File: config.mk
export PLATFORM = sky130hd
export DESIGN_NAME = cordic_rotation
export DESIGN_NICKNAME = d
export VERILOG_FILES = /design/src/rtl/cordic_rotation.sv
export SDC_FILE = /design/constraint.sdc
export NUM_CORES = 1
export LEC_CHECK = 0
export BUFFER_PORTS_ARGS = -buffer_cell sky130_fd_sc_hd__buf_2
export CAP_MARGIN = 20
export CORE_UTILIZATION = 45
export CTS_BUF_LIST = sky130_fd_sc_hd__clkbuf_8
export DETAILED_ROUTE_END_ITERATION = 6
export PLACE_DENSITY = 0.61
export SYNTH_ARGS = -nofsm -noshare
export SYNTH_HDL_FRONTEND = slang
export SYNTH_SLANG_ARGS = --single-unit
File: constraint.sdc
create_clock -name clk -period 5.1 [get_ports clk]
set_clock_uncertainty 0.2 [all_clocks]
set_input_delay 0.255 -clock clk [delete_from_list [all_inputs] [get_ports clk]]
set_output_delay 0.255 -clock clk [all_outputs]
set_load 0.02 [all_outputs]
File: src/rtl/cordic_rotation.sv
// cordic_rotation: iterative rotation-mode CORDIC, one micro-rotation per clock.
// Define CORDIC_GAIN_COMP_EN to add a COMP state that removes the CORDIC gain.
module cordic_rotation #(
    parameter int WORD_WIDTH = 16,
    parameter int ITERATIONS = 14
) (
    input  logic                         clk,
    input  logic                         rst,
    input  logic                         start,
    input  logic signed [WORD_WIDTH-1:0] x_in,
    input  logic signed [WORD_WIDTH-1:0] y_in,
    input  logic signed [WORD_WIDTH-1:0] z_in,
    output logic                         busy,
    output logic                         done,
    output logic signed [WORD_WIDTH+1:0] x_out,
    output logic signed [WORD_WIDTH+1:0] y_out
);
    localparam int OW = WORD_WIDTH + 2;
    localparam logic [1:0] IDLE = 2'd0, ITER = 2'd1, DONE = 2'd3;
`ifdef CORDIC_GAIN_COMP_EN
    localparam logic [1:0] COMP = 2'd2;
`endif
    localparam logic signed [WORD_WIDTH-1:0] QTR = {2'b01, {(WORD_WIDTH-2){1'b0}}};
    // atan(2^-i) with 2^31 = pi; the top WORD_WIDTH bits are used
    localparam logic [31:0] ATAN [32] = '{
        32'h20000000, 32'h12E4051E, 32'h09FB385B, 32'h051111D4,
        32'h028B0D43, 32'h0145D7E1, 32'h00A2F61E, 32'h00517C55,
        32'h0028BE53, 32'h00145F2F, 32'h000A2F98, 32'h000517CC,
        32'h00028BE6, 32'h000145F3, 32'h0000A2F9, 32'h0000517D,
        32'h000028BE, 32'h0000145F, 32'h00000A30, 32'h00000518,
        32'h0000028C, 32'h00000146, 32'h000000A3, 32'h00000051,
        32'h00000029, 32'h00000014, 32'h0000000A, 32'h00000005,
        32'h00000003, 32'h00000001, 32'h00000001, 32'h00000000
    };

    logic [1:0] state;
    logic [4:0] cnt;
    logic signed [OW-1:0] x, y, xe, ye, x0, y0, x_n, y_n;
    logic signed [WORD_WIDTH-1:0] z, z0, z_n, atan;
    logic d, last;

    always_comb begin
        xe = {{2{x_in[WORD_WIDTH-1]}}, x_in};
        ye = {{2{y_in[WORD_WIDTH-1]}}, y_in};
        x0 = z_in > QTR ? -ye : z_in < -QTR ? ye : xe;
        y0 = z_in > QTR ? xe : z_in < -QTR ? -xe : ye;
        z0 = z_in > QTR ? z_in - QTR : z_in < -QTR ? z_in + QTR : z_in;
        atan = ATAN[cnt][31 -: WORD_WIDTH];
        d = ~z[WORD_WIDTH-1];
        x_n = d ? x - (y >>> cnt) : x + (y >>> cnt);
        y_n = d ? y + (x >>> cnt) : y - (x >>> cnt);
        z_n = d ? z - atan : z + atan;
        last = cnt == 5'(ITERATIONS - 1);
    end

`ifdef CORDIC_GAIN_COMP_EN
    // v * 19898 / 2^15, rounded to nearest with ties away from zero
    function automatic logic signed [OW-1:0] inv_gain(input logic signed [OW-1:0] v);
        logic signed [OW+15:0] ve, p, r;
        ve = {{16{v[OW-1]}}, v};
        p = (ve <<< 14) + (ve <<< 11) + (ve <<< 10) + (ve <<< 8) + (ve <<< 7)
          + (ve <<< 5) + (ve <<< 4) + (ve <<< 3) + (ve <<< 1);
        r = p + (p[OW+15] ? (OW+16)'(16383) : (OW+16)'(16384));
        return OW'(r >>> 15);
    endfunction
    assign busy = state == ITER || state == COMP;
`else
    assign busy = state == ITER;
`endif
    assign done = state == DONE;

    always_ff @(posedge clk) begin
        if (rst) begin
            state <= IDLE;
            cnt <= '0;
            x <= '0;
            y <= '0;
            z <= '0;
            x_out <= '0;
            y_out <= '0;
        end else begin
            case (state)
                ITER: begin
                    x <= x_n;
                    y <= y_n;
                    z <= z_n;
                    cnt <= cnt + 5'd1;
                    if (last) begin
`ifdef CORDIC_GAIN_COMP_EN
                        state <= COMP;
`else
                        state <= DONE;
                        x_out <= x_n;
                        y_out <= y_n;
`endif
                    end
                end
`ifdef CORDIC_GAIN_COMP_EN
                COMP: begin
                    state <= DONE;
                    x_out <= inv_gain(x);
                    y_out <= inv_gain(y);
                end
`endif
                default: begin
                    if (start) begin
                        state <= ITER;
                        cnt <= '0;
                        x <= x0;
                        y <= y0;
                        z <= z0;
                    end else if (state == DONE) begin
                        state <= IDLE;
                    end
                end
            endcase
        end
    end
endmodule

== Yosys cells after proc, flatten, opt, wreduce, memory -nomap -nowiden ==
Memories as Yosys holds them, arrays and structs flattened.
Cells that the tools add are included.
Word-level totals
  register bits: 95
  memory bits (read-only): 1024
  input port bits: 51
  output and inout port bits: 38
  memories kept: 1
Cells by class
  add/subtract/negate cells: 11
  magnitude comparators: 3
  equality and inequality tests: 4
  shifts and indexed selects: 2
  multiplexer cells: 23
  bitwise operators: 1
  reduce and logical (&&, ||, !) cells: 4
Memory list
  (name not given): words 32, bits a word 32, rd ports 1, clocked after Yosys merged registers in 0, write ports 0, line 48  | atan = ATAN[cnt][31 -: WORD_WIDTH];
Operators by type and width (count)
  2-to-1 mux 18 bit: 10
  2-to-1 mux 16 bit: 5
  2-to-1 mux 32 bit: 2
  adder 18 bit: 2
  negation 16 -> 18 bit: 2
  >>> shifter 18 x 5 -> 18 bit: 2
  subtractor 18 bit: 2
  adder 16 bit: 1
  adder 16 bit, second input constant: 1
  greater-than comparator 16 bit, second input constant: 1
  < comparator 16 x 15 -> 1 bit, second input constant: 1
  subtractor 16 bit: 1
  subtractor 16 bit, second input constant: 1
  2-to-1 mux 5 bit: 2
  2-to-1 mux 2 bit: 4
  >= comparator 6 bit, second input constant: 1
  inverter 5 -> 6 bit: 1
  adder 5 x 1 -> 5 bit, second input constant: 1
  == test 5 x 4 -> 1 bit, second input constant: 1
  AND reduction 2 bit: 2
  nonzero test 3 bit: 1
  == test 2 x 1 -> 1 bit, second input constant: 1
  == test 2 bit, second input constant: 1
  inequality test 2 x 1 -> 1 bit, second input constant: 1
  nonzero test 2 bit: 1

== Longest topological paths before layout ==
  depth in word-level cells: 7
  gate-level depth with buffers: 22

== Least setup slack after synthesis ==
Ideal clock, no wire load.
  path kind: register to register
  start point: register cnt[1]
  end point: register x[17]
  setup time: 0.124 ns
  data arrival time: 4.336 ns
  data required time: 4.776 ns
  path slack: 0.439 ns
  stages on the path, launching flop included: 20
  cells stage by stage: dfxtp_1 buf_2 buf_2 buf_2 mux4_2 a22o_1 a211o_1 nor4_2 a31oi_1 xor2_1 ha_1 a21o_1 a21o_1 a21o_1 o31ai_1 a31o_2 a31oi_1 a31oi_1 xnor2_1 o22ai_1
On the way
  word-level cells in the longest chain between the ends: 4
  elaborated cells between the ends (all ways): 5
Ends and longest elaborated chain
  from (decl): line 37  | logic [4:0] cnt;
  from (signal assigned): line 87  | cnt <= cnt + 5'd1;
  >>> shifter 18 x 5 -> 18 bit (*): line 50  | x_n = d ? x - (y >>> cnt) : x + (y >>> cnt);
  subtractor 18 bit or adder 18 bit (tied branches): line 50
  2-to-1 mux 18 bit (*): line 50
  2-to-1 mux 18 bit (*): line 82  | case (state)
  to (signal assigned): line 84  | x <= x_n;
  to (decl): line 38  | logic signed [OW-1:0] x, y, xe, ye, x0, y0, x_n, y_n;
Every way passes the cells marked *; elsewhere a longest branch is shown, timed or not.
A chain may end at the register's enable or synchronous reset.

== Final worst setup path ==
  start point: register cnt[0]
  end point: register y_out[16]
On the way
  word-level cells in the longest chain between the ends: 3
  elaborated cells between the ends (all ways): 6
Ends and longest elaborated chain
  >>> shifter 18 x 5 -> 18 bit: line 51  | y_n = d ? y + (x >>> cnt) : y - (x >>> cnt);
  adder 18 bit or subtractor 18 bit (tied branches): line 51
  2-to-1 mux 18 bit: line 51
  to (signal assigned): line 94  | y_out <= y_n;
  to (decl): line 16  | output logic signed [WORD_WIDTH+1:0] y_out
Parallel ways exist; a longest one is shown, timed or not.

==> run_results.csv <==
group,metric,value,unit
clock_tree,clkTransAtPathRegs,0.12,ns
timing,period_share,0.967,
global_route,overflow,0,
floorplan,num_rows,55,
detailed_routing,wire_per_inst,22.5,µm
timing,setup_violations,0,
placement,place_congestion,0.989,
timing,tightestPinTransition,0.909,ns
timing,fmax,0.203,GHz
global_route,antenna_found_initial,0,
timing,hold_viol,0,
clock_tree,tritoncts,"yes",
detailed_routing,post-route-drc-count,0,
critical_path,r2r_start,"cnt[0]$_SDFFE_PP0N_",
clock_tree,cts_buffers,9,
critical_path,worst_r2r_path_depth,20,
worst_hold_path,hold_class,"in2reg",
synthesis,synth_cells,1368,
floorplan,start_util,0.461,
synthesis,yosysWarnings,0,
detailed_routing,initialDrtViolationCount,869,
critical_path,path_class,"reg2reg",
timing,relSlewSlack,0.394,
worst_hold_path,hold_start,"z_in[12]",
status,outcome,"finished, final reports clean",
synthesis,synth_edf_count,0,
critical_path,critPathRequiredTime,5.24,ns
detailed_routing,firstDrtPassIters,5,
pwr,p_per_area,426,nW/µm²
timing,period_minus_slack,4.93,ns
layout,multiInputGateArea,8070,µm²
synthesis,syn_nets,1485,
pwr,vdd_drop_max,338,µV
floorplan,design.core.area,22700,µm²
synthesis,async_flop_share,0,
floorplan,fp.dieH,155,µm
clock_tree,cts.path.max_buffers,2,
critical_path,startpoint_type,"flop",
detailed_routing,num_vias,11100,
clock_tree,clk_latency,0.41,ns
pwr,p_leak,4.96,nW
timing,rsz0062_at_grt,"true",
synthesis,ys_top_cells_by_area,"dfxtp_1 18%, ha_1 7.5%, a21oi_1 6.0%, nand2_1 5.2%, nor2_1 5.0%",
synthesis,synthDistinctLibCells,75,
detailed_routing,viasPerCell,6.36,
synthesis,synth_area_leader_cell,"dfxtp_1",
layout,seqCellArea,1910,µm²
layout,drive_above_1_share,0.175,
pwr,fin_total_pwr,5.06,mW
critical_path,end_kind,"flop",
layout,utilization,0.523,
global_route,grt_max_degree,55,
layout,antenna_cells,0,
synthesis,synth.most_common_cell,"nand2_1",
clock_tree,cts_sinks,95,
floorplan,die_x,155,µm
synthesis,synth.avg_cell_area,7.66,µm²
floorplan,dieArea,23900,µm²
critical_path,cp.arrival,5.07,ns
synthesis,synthTopCellsByCount,"146 x nand2_1, 140 x nor2_1, 125 x a21oi_1, 95 x dfxtp_1, 71 x o21ai_0",
critical_path,critPathLaunch,"cnt[0]$_SDFFE_PP0N_",
clock_tree,cts-htree-levels,3,
timing,report.final.slew_viol_count,0,
job,maxCapViolCount,0,
layout,fill_cells,2224,
floorplan,ios,89,
layout,syn_to_final_growth,13.4,%
detailed_routing,wirelength,39300,µm
placement,place_hpwl,30300,µm
synthesis,synth_seq_cells,95,
synthesis,syn_area,10500,µm²
global_route,grt_pass1_vias,10000,
synthesis,synth.top_cell.area_share,0.182,
global_route,track_usage,0.328,
global_route,grt_first_pass_wirelength,59900,µm
layout,fin_nets,1574,
worst_hold_path,hold_path_depth,3,
placement,portBuffers,88,
synthesis,yosysSeqAreaShare,0.182,
clock_tree,ctsRootBufferMaster,"clkbuf_8",
synthesis,synth_ff_type,"dfxtp_1",
critical_path,cp_max_fo,22,
detailed_routing,ant_nets,0,
==> where the power goes <==
group	switching (mW)	total, mW	leakage, nW	internal [mW]
logic	2.02	3.42	4.07	1.41
clock network	0.343	0.587	0.112	0.244
registers	0.221	1.05	0.782	0.831
total	2.58	5.06	4.96	2.48
==> area by class of cell <==
cell class / count / area share
clock inverter: 7 / 0.00843
tap: 285 / 0.0300
multi-input combinational: 1136 / 0.679
timing repair buffer: 175 / 0.0975
clock buffer: 9 / 0.0104
inverter: 40 / 0.0130
sequential: 95 / 0.161
==> sequential cells by signal, indices dropped and copies added (netlist names) <==
register and count:
y_out 18, z 16, y 18, x_out 18, state 2, x 18, cnt 5
==> repair_timing <==
action,4_1_cts,5_1_grt
hold endpoints to repair,2,0
endpoints found under the setup margin,3,26
hold buffers,2,0
gates cloned,0,0
pin swaps,0,7
buffers inserted,0,13
gates resized for setup,3,17
==> worst max-delay path, stage by stage (launching register included) <==
cell,delay [ns]
dfxtp_4,0.38
buf_4,0.12
buf_12,0.16
mux4_1,0.65
a22o_1,0.27
a222oi_1,0.47
and2_1,0.26
and3_1,0.22
and2_1,0.16
nor2_1,0.05
xor2_1,0.16
ha_1,0.34
nand2_1,0.10
nor2_2,0.06
and3_1,0.20
o41ai_2,0.41
o21ai_1,0.14
xor2_1,0.20
buf_4,0.15
nand2_1,0.05
a21oi_1,0.12
==> per-stage QoR <==
stage,TNS [ns],setup slack [ns],area (µm²),std cells,hold slack [ns]
after floorplan,0,0.439,10500,1368,0.217
after global placement,-0.0162,-0.0130,11400,1716,0.241
after detailed placement,-0.116,-0.0993,11400,1716,0.244
after CTS,0,0.0947,11700,1734,0.0000472
after global routing,-0.0314,-0.0119,11900,1747,0.0137
final,0,0.170,11900,1747,0.00360
==> path summary, 6_finish.rpt <==
check / to / slack, ns
setup / recovery: y_out[16]$_SDFFE_PP0P_ / 0.17
hold / removal: z[12]$_SDFFE_PP0N_ / 0.004
setup reg to reg: y_out[16]$_SDFFE_PP0P_ / 0.17
hold reg to reg: y_out[1]$_SDFFE_PP0P_ / 0.26
==> metal layers <==
metal	share of wire	wire (µm)	vias to the layer above	track usage
met5	0	0	-	0
met2	0.43	16900	500	0.498
met1	0.45	17500	5287	0.448
met4	0.041	1620	0	0.139
li1	-	-	5248	-
met3	0.082	3230	75	0.0692
==> logic make-up (layout without fill, tap and decap cells) <==
family | after synthesis | after routing | synth area share
compound gates | 430 | 430 | 0.269
fa+ha+maj | 66 | 66 | 0.0810
flops | 95 | 95 | 0.182
mux | 97 | 97 | 0.137
simple gates | 457 | 457 | 0.204
buf+inv | 137 | 231 | 0.0551
xor+xnor | 86 | 86 | 0.0726
==> placed cells by master (no fill, tap or decap), types with 10 or more instances in the layout <==
cell      Yosys  final
nand2b_1     15     14
a21oi_1     125    125
mux4_2       22     22
o21a_1       10     10
mux2_2       12     12
xor2_1       38     38
mux4_1       11     11
nor2b_1      15     15
mux2i_1      52     52
inv_1        37     37
nor2_1      140    139
ha_1         63     63
o211ai_1     20     20
o22ai_1      19     19
buf_4         0     79
a211oi_1     55     52
xnor2_1      47     47
nand3_1      22     22
or3_1        23     23
and2_1       15     15
nand2_1     146    146
o21ai_0      71     68
dfxtp_1      95     91
a21o_1       19     19
nor3_1       33     32
buf_2        12     88
a31oi_1      18     17
(Power assumes the default switching activity.)
